===== src/rtl/sprite_pkg.sv =====
// Shared types and constants for the sprite engine: lifecycle states, heading codes, body palette.
package sprite_pkg;

  typedef enum logic [1:0] {
    ALIVE,
    BURST,
    RESPAWN,
    GUARD
  } life_state_t;

  localparam logic [2:0] ORIENT_N      = 3'd0;
  localparam logic [2:0] ORIENT_E      = 3'd2;
  localparam logic [2:0] ORIENT_S      = 3'd4;
  localparam logic [2:0] ORIENT_W      = 3'd6;
  // Diagonal headings fold onto the cardinal below them.
  localparam logic [2:0] CARDINAL_MASK = 3'b110;

  localparam logic [11:0] PALETTE [4] = '{12'hFFF, 12'h000, 12'h00F, 12'h025};

  function automatic logic [11:0] palette_lookup(input logic [1:0] idx);
    return PALETTE[idx];
  endfunction

endpackage


===== src/rtl/sprite_engine_if.sv =====
// Sprite ROM bus: one shared address to the body and explosion ROMs, each with 1-cycle read data.
interface sprite_engine_if #(
  parameter int ICON_LOG2 = 5,
  parameter int COLOR_W   = 12
);
  logic [2*ICON_LOG2-1:0] tank_addr;
  logic [2*ICON_LOG2-1:0] boom_addr;
  logic [1:0]             tank_data;
  logic [COLOR_W-1:0]     boom_data;

  modport master (output tank_addr, output boom_addr, input tank_data, input boom_data);
  modport slave  (input tank_addr, input boom_addr, output tank_data, output boom_data);
endinterface


===== src/rtl/sprite_lifecycle_fsm.sv =====
// Hit -> burst -> respawn -> guard lifecycle with a shared 32-bit phase counter.
// With SPRITE_BLINK_EN defined, blink pulses during GUARD from counter bit 22.
module sprite_lifecycle_fsm
  import sprite_pkg::*;
#(
  parameter logic [31:0] BURST_CYCLES   = 32'h2FFFFFF,
  parameter logic [31:0] RESPAWN_CYCLES = 32'd16,
  parameter logic [31:0] GUARD_CYCLES   = 32'h1FFFFFF
) (
  input  logic clk,
  input  logic reset,
  input  logic hit,
  output logic burst,
  output logic tank_reset,
  output logic guarded,
  output logic blink
);

  life_state_t state, next_state;
  logic [31:0] count, next_count;

  always_ff @(posedge clk or negedge reset) begin
    if (!reset) begin
      state <= ALIVE;
      count <= '0;
    end else begin
      state <= next_state;
      count <= next_count;
    end
  end

  // Each phase ends on its last counted cycle; any state change restarts the count.
  always_comb begin
    next_state = state;
    next_count = count + 32'd1;
    burst      = 1'b0;
    tank_reset = 1'b0;
    guarded    = 1'b0;
    case (state)
      ALIVE: begin
        next_count = '0;
        if (hit) next_state = BURST;
      end
      BURST: begin
        burst = 1'b1;
        if (count == BURST_CYCLES - 32'd1) next_state = RESPAWN;
      end
      RESPAWN: begin
        tank_reset = 1'b1;
        if (count == RESPAWN_CYCLES - 32'd1) next_state = GUARD;
      end
      GUARD: begin
        guarded = 1'b1;
        if (count == GUARD_CYCLES - 32'd1) next_state = ALIVE;
      end
      default: next_state = ALIVE;
    endcase
    if (next_state != state) next_count = '0;
  end

`ifdef SPRITE_BLINK_EN
  assign blink = guarded & count[22];
`else
  assign blink = 1'b0;
`endif

endmodule


===== src/rtl/sprite_engine.sv =====
// Sprite renderer: window/rotation addressing, ROM-aligned colour pipeline and lifecycle control.
// SPRITE_BLINK_EN (handled in the lifecycle FSM) blanks the icon periodically while guarded.
module sprite_engine
  import sprite_pkg::*;
#(
  parameter int                 ICON_LOG2      = 5,
  parameter int                 COLOR_W        = 12,
  parameter int                 X_SHIFT        = 3,
  parameter int                 Y_MUL          = 6,
  parameter logic [31:0]        BURST_CYCLES   = 32'h2FFFFFF,
  parameter logic [31:0]        RESPAWN_CYCLES = 32'd16,
  parameter logic [31:0]        GUARD_CYCLES   = 32'h1FFFFFF,
  parameter logic [COLOR_W-1:0] TRANSPARENT    = COLOR_W'(12'hFFF)
) (
  input  logic                clk,
  input  logic                reset,
  input  logic [11:0]         pixel_column,
  input  logic [11:0]         pixel_row,
  input  logic [7:0]          loc_x,
  input  logic [7:0]          loc_y,
  input  logic [2:0]          orient,
  input  logic                hit,
  sprite_engine_if.master     rom,
  output logic                icon,
  output logic [COLOR_W-1:0]  icon_c,
  output logic                burst,
  output logic                tank_reset,
  output logic                guarded
);

  localparam logic [12:0] SPAN = 13'((1 << ICON_LOG2) - 1);

  logic [11:0]            col0, row0;
  logic [12:0]            col_hi, row_hi;
  logic                   in_window;
  logic [ICON_LOG2-1:0]   dc, dr;
  logic [2*ICON_LOG2-1:0] addr;
  logic                   win_q, snap_q;
  logic [COLOR_W-1:0]     colour;
  logic                   blink;

  sprite_lifecycle_fsm #(
    .BURST_CYCLES   (BURST_CYCLES),
    .RESPAWN_CYCLES (RESPAWN_CYCLES),
    .GUARD_CYCLES   (GUARD_CYCLES)
  ) u_lifecycle (
    .clk        (clk),
    .reset      (reset),
    .hit        (hit),
    .burst      (burst),
    .tank_reset (tank_reset),
    .guarded    (guarded),
    .blink      (blink)
  );

  // Upper bounds use 13 bits so a sprite near the raster edge clips instead of wrapping.
  assign col0      = {4'b0, loc_x} << X_SHIFT;
  assign row0      = {4'b0, loc_y} * 12'(Y_MUL);
  assign col_hi    = {1'b0, col0} + SPAN;
  assign row_hi    = {1'b0, row0} + SPAN;
  assign in_window = (pixel_column >= col0) && ({1'b0, pixel_column} <= col_hi) &&
                     (pixel_row >= row0) && ({1'b0, pixel_row} <= row_hi);
  assign dc        = ICON_LOG2'(pixel_column - col0);
  assign dr        = ICON_LOG2'(pixel_row - row0);

  always_comb begin
    addr = {dr, dc};
    case (orient & CARDINAL_MASK)
      ORIENT_N: addr = {dr, dc};
      ORIENT_E: addr = {~dc, dr};
      ORIENT_S: addr = {~dr, ~dc};
      ORIENT_W: addr = {dc, ~dr};
      default:  addr = {dr, dc};
    endcase
  end

  // The ROMs register this address themselves, so the read lands alongside win_q/snap_q.
  assign rom.tank_addr = addr;
  assign rom.boom_addr = addr;

  always_ff @(posedge clk or negedge reset) begin
    if (!reset) begin
      win_q  <= 1'b0;
      snap_q <= 1'b0;
    end else begin
      win_q  <= in_window;
      snap_q <= burst;
    end
  end

  assign colour = snap_q ? rom.boom_data : COLOR_W'(palette_lookup(rom.tank_data));

  always_ff @(posedge clk or negedge reset) begin
    if (!reset) begin
      icon   <= 1'b0;
      icon_c <= '0;
    end else begin
      icon   <= win_q && (colour != TRANSPARENT) && !blink;
      icon_c <= colour;
    end
  end

endmodule


===== src/flat_wrapper.sv =====
// flat-port wrapper written by rule: the top's interface ports become plain ports
module sprite_engine_flat import sprite_pkg::*;
#(
  parameter int                 ICON_LOG2      = 5,
  parameter int                 COLOR_W        = 12,
  parameter int                 X_SHIFT        = 3,
  parameter int                 Y_MUL          = 6,
  parameter logic [31:0]        BURST_CYCLES   = 32'h2FFFFFF,
  parameter logic [31:0]        RESPAWN_CYCLES = 32'd16,
  parameter logic [31:0]        GUARD_CYCLES   = 32'h1FFFFFF,
  parameter logic [COLOR_W-1:0] TRANSPARENT    = COLOR_W'(12'hFFF)
)
  (clk, reset, pixel_column, pixel_row, loc_x, loc_y, orient, hit, icon, icon_c, burst, tank_reset, guarded, rom_tank_addr, rom_boom_addr, rom_tank_data, rom_boom_data);
  sprite_engine_if #(.ICON_LOG2(ICON_LOG2), .COLOR_W(COLOR_W)) rom_i ();
  input  logic clk;
  input  logic reset;
  input  logic [11:0] pixel_column;
  input  logic [11:0] pixel_row;
  input  logic [7:0] loc_x;
  input  logic [7:0] loc_y;
  input  logic [2:0] orient;
  input  logic hit;
  output logic icon;
  output logic [COLOR_W-1:0] icon_c;
  output logic burst;
  output logic tank_reset;
  output logic guarded;
  output wire logic [$bits(rom_i.tank_addr)-1:0] rom_tank_addr;
  output wire logic [$bits(rom_i.boom_addr)-1:0] rom_boom_addr;
  input wire logic [$bits(rom_i.tank_data)-1:0] rom_tank_data;
  input wire logic [$bits(rom_i.boom_data)-1:0] rom_boom_data;
  assign rom_tank_addr = rom_i.tank_addr;
  assign rom_boom_addr = rom_i.boom_addr;
  assign rom_i.tank_data = rom_tank_data;
  assign rom_i.boom_data = rom_boom_data;
  sprite_engine #(.ICON_LOG2(ICON_LOG2), .COLOR_W(COLOR_W), .X_SHIFT(X_SHIFT), .Y_MUL(Y_MUL), .BURST_CYCLES(BURST_CYCLES), .RESPAWN_CYCLES(RESPAWN_CYCLES), .GUARD_CYCLES(GUARD_CYCLES), .TRANSPARENT(TRANSPARENT)) u_core (.clk(clk), .reset(reset), .pixel_column(pixel_column), .pixel_row(pixel_row), .loc_x(loc_x), .loc_y(loc_y), .orient(orient), .hit(hit), .rom(rom_i), .icon(icon), .icon_c(icon_c), .burst(burst), .tank_reset(tank_reset), .guarded(guarded));
endmodule

===== config.mk =====
export PLATFORM = sky130hd
export DESIGN_NAME = sprite_engine_flat
export DESIGN_NICKNAME = d
export VERILOG_FILES = /design/src/rtl/sprite_pkg.sv /design/src/rtl/sprite_engine_if.sv /design/src/rtl/sprite_lifecycle_fsm.sv /design/src/rtl/sprite_engine.sv /design/src/flat_wrapper.sv
export SDC_FILE = /design/constraint.sdc
export NUM_CORES = 1
export LEC_CHECK = 0
export BUFFER_PORTS_ARGS = -buffer_cell sky130_fd_sc_hd__buf_4
export CAP_MARGIN = 20
export CORE_MARGIN = 2
export CORE_UTILIZATION = 35
export DETAILED_ROUTE_END_ITERATION = 6
export PLACE_DENSITY = 0.66
export SYNTH_ARGS = -nofsm -noshare
export SYNTH_HDL_FRONTEND = slang
export SYNTH_SLANG_ARGS = --single-unit

===== constraint.sdc =====
create_clock -name clk -period 3.92 [get_ports clk]
set_input_delay 0.196 -clock clk [delete_from_list [all_inputs] [get_ports clk]]
set_output_delay 0.196 -clock clk [all_outputs]
set_load 0.01 [all_outputs]

==> results.toml <==
[drt]
totalWireLength_mm = 9.75
vias = 3680
detail-route-antenna-nets = 0
wl_per_cell_um = 13.7
first_iter_violations = 218
post_drt_via_cell_ratio = 5.18
first_pass_iters = 4
drc = 0

[sta]
rsz0062_at_grt = "no"
tns_ns = 0
post-route-period-util = 0.803
final.min_clock_period_ns = 3.15
whs_ns = 0.126
fmax_mhz = 318
drv_slew = 0
slew_headroom = 0.494
finalHoldViolations = 0
worstMarginPinSlew_ns = 0.753
clock-skew-final_ns = 0.00606
setup_violations = 0

[floorplanning]
start_util = 0.362
die_h_um = 113
fp.dieW_um = 113
dieArea_um2 = 12900
coreArea_um2 = 11600
num_io_pins = 96
num_rows = 39

[cells_and_area]
diodes = 0
drive_gt1_frac = 0.188
area_delta_synth_final_pct = 21.4
final_core_util = 0.440
nets = 682
instances_no_fill = 711

[worst_hold_path]
worstHoldPathType = "in2reg"
min_from = "rom_boom_data[10]"
hold_depth = 3
hold_end = "u_core.icon_c[10]"

[clocking]
cts.htree.levels = 2
cts_resized = 0
cts_buffers = 5
clockBufferDepth = 2
clock_latency_ns = 0.29
clock-sinks = 49
post-cts-setup-buffers = 0
cts_tree = "done"
cts_root_buf = "clkbuf_16"
path_clk_slew_ns = 0.06

[yosys]
synth_common_cells = "ha_1 (53), dfrtp_1 (49), nand2_1 (45), nor2_1 (45), inv_1 (41)"
synthesis.area_um2 = 4190
async_flop_share = 1.00
ys.flop_type = "dfrtp_1"
syn_area_per_cell_um2 = 8.62
synth_area_leaders = "dfrtp_1 (29%), ha_1 (16%), xor2_1 (6.9%)"
yosys_warnings = 0
yosys.area.top_type = "dfrtp_1"
ys_seq_area_frac = 0.293
ys_types = 50
synth_top_area_frac = 0.293
synth_cells = 486
syn-num-nets = 601
synth_edf_count = 0
synth_seq_cells = 49
yosysMostFrequentCell = "ha_1"

[power]
ir_drop_mv = 0.152
p_total_uw = 1600
p_leak_uw = 0.00251
power-per-cell-area_nw_per_um2 = 315

[place]
place_hpwl_mm = 8.14
place_congestion = 0.913
dp.cells = 702
portBuffers = 94

[worst_setup_path]
r2r_start = "u_core.u_lifecycle.count[26]"
required_ns = 4.09
crit_path_max_incr_delay_ns = 0.44
path_class = "in2reg"
end_kind = "flop"
cp_slowest_cell = "or3_1"
crit_arrival_ns = 3.32
crit_family = "simple AND/OR/NAND/NOR gates"
path_buf_inv = 1
path_max_fanout = 5
reg2reg_depth = 7
crit_path_start_kind = "input pin"
reg2reg_to = "u_core.u_lifecycle.count[23]"
crit_chain = "buf_4 -> ha_1 -> fa_1 -> nand3_1 -> a21boi_1 -> nand3_1 -> o2111ai_1 -> or3_1 -> or3_1 -> ha_1 -> nand4_1 -> nor2_1 -> nand2_1 -> o221ai_1 -> o21ai_0 -> and4_1"
r2r_setup_slack_ns = 1.37

[global_routing]
grt_pass1_vias = 3591
grt_pass1_wl_mm = 16.2
antenna_found_initial = 0
grt_overflow = 0
grt_max_degree = 50
grt_util_all_layers = 0.151

[run_status]
status = "finished, final reports clean"

[job]
drv_cap = 0
-- report_power, final --
group / leakage (uW) / total, uW / switching, uW / internal (uW)
Clock: 0.0000706 / 406 / 172 / 234
Combinational: 0.00181 / 591 / 303 / 288
Sequential: 0.000631 / 604 / 56.2 / 548
-- through the flow --
| stage | instance area, um^2 | setup WS, ns |
|---|---|---|
| 6_report | 5090 | 0.771 |
| 5_1_grt | 5090 | 0.562 |
| 4_1_cts | 5090 | 0.764 |
| 3_5_place_dp | 4940 | 0.464 |
| 3_3_place_gp | 4940 | 0.512 |
| 2_1_floorplan | 4190 | 0.905 |
-- registers in the layout, summed over array words and instances, names as in the netlist --
register                  flops
u_core.win_q                  1
u_core.snap_q                 1
u_core.u_lifecycle.count     32
u_core.icon_c                12
u_core.icon                   1
u_core.u_lifecycle.state      2
-- worst reg2reg max path, cell delays in order, from the launching register on --
cell	delay (ns)
dfrtp_1	0.41
nor4_1	0.48
nand3_1	0.23
nor4b_1	0.34
nand3b_1	0.15
o21ai_2	0.40
buf_4	0.34
nor2_1	0.09
-- metal layers --
| metal | vias to the layer above | GRT usage | share of wire |
|---|---|---|---|
| li1 | 1856 | - | - |
| met1 | 1700 | 0.195 | 0.46 |
| met2 | 106 | 0.259 | 0.47 |
| met3 | 18 | 0.0223 | 0.047 |
| met4 | 0 | 0.0504 | 0.021 |
| met5 | - | 0 | 0 |
-- logic make-up after synthesis --
logic type,synth area share
AO/OA/AOI/OAI,0.105
XOR/XNOR,0.128
adder cells (fa/ha/maj),0.168
buffers and inverters,0.0711
flip-flops,0.293
multiplexers,0.0167
AND/OR/NAND/NOR,0.220
-- layout by cell type, fill, tap and decap left out, drive strengths merged, types with 4 or more instances in the layout --
| cell | count |
|---|---|
| nand2 | 45 |
| nand4 | 17 |
| mux2i | 7 |
| o21ai | 15 |
| nor2b | 5 |
| and4 | 6 |
| xnor2 | 28 |
| clkbuf | 6 |
| xor2 | 33 |
| nor2 | 45 |
| inv | 41 |
| a21o | 8 |
| nand3 | 24 |
| a21oi | 19 |
| ha | 53 |
| and3 | 4 |
| nor3 | 14 |
| or3 | 4 |
| buf | 95 |
| dfrtp | 49 |
| nor4 | 9 |
-- worst max path at each step --
| stage | start | end | slack [ns] | cells after the start |
|---|---|---|---|---|
| floorplan | loc_y[0] | u_core.win_q | 0.90 | 15 |
| global placement | loc_y[0] | u_core.win_q | 0.51 | 16 |
| detailed placement | loc_y[0] | u_core.win_q | 0.46 | 16 |
| CTS | loc_y[0] | u_core.win_q | 0.76 | 16 |
| global route | loc_y[0] | u_core.win_q | 0.56 | 16 |
| finish | loc_y[0] | u_core.win_q | 0.77 | 16 |
-- area by class of cell --
type	instances	area (um^2)
multi-input cells	374	2670
well taps	143	179
clock buffers	6	129
inverters	41	154
clock inverters	2	10.0
flip-flops and latches	49	1230
repair buffers	96	723
fillers	1117	6480
-- repair_timing --
item | CTS | global route
hold buffers | 1 | 0
hold endpoints to repair | 49 | 0
setup endpoints to repair | 0 | 0
Note: power is estimated with default switching activity, not from simulation.
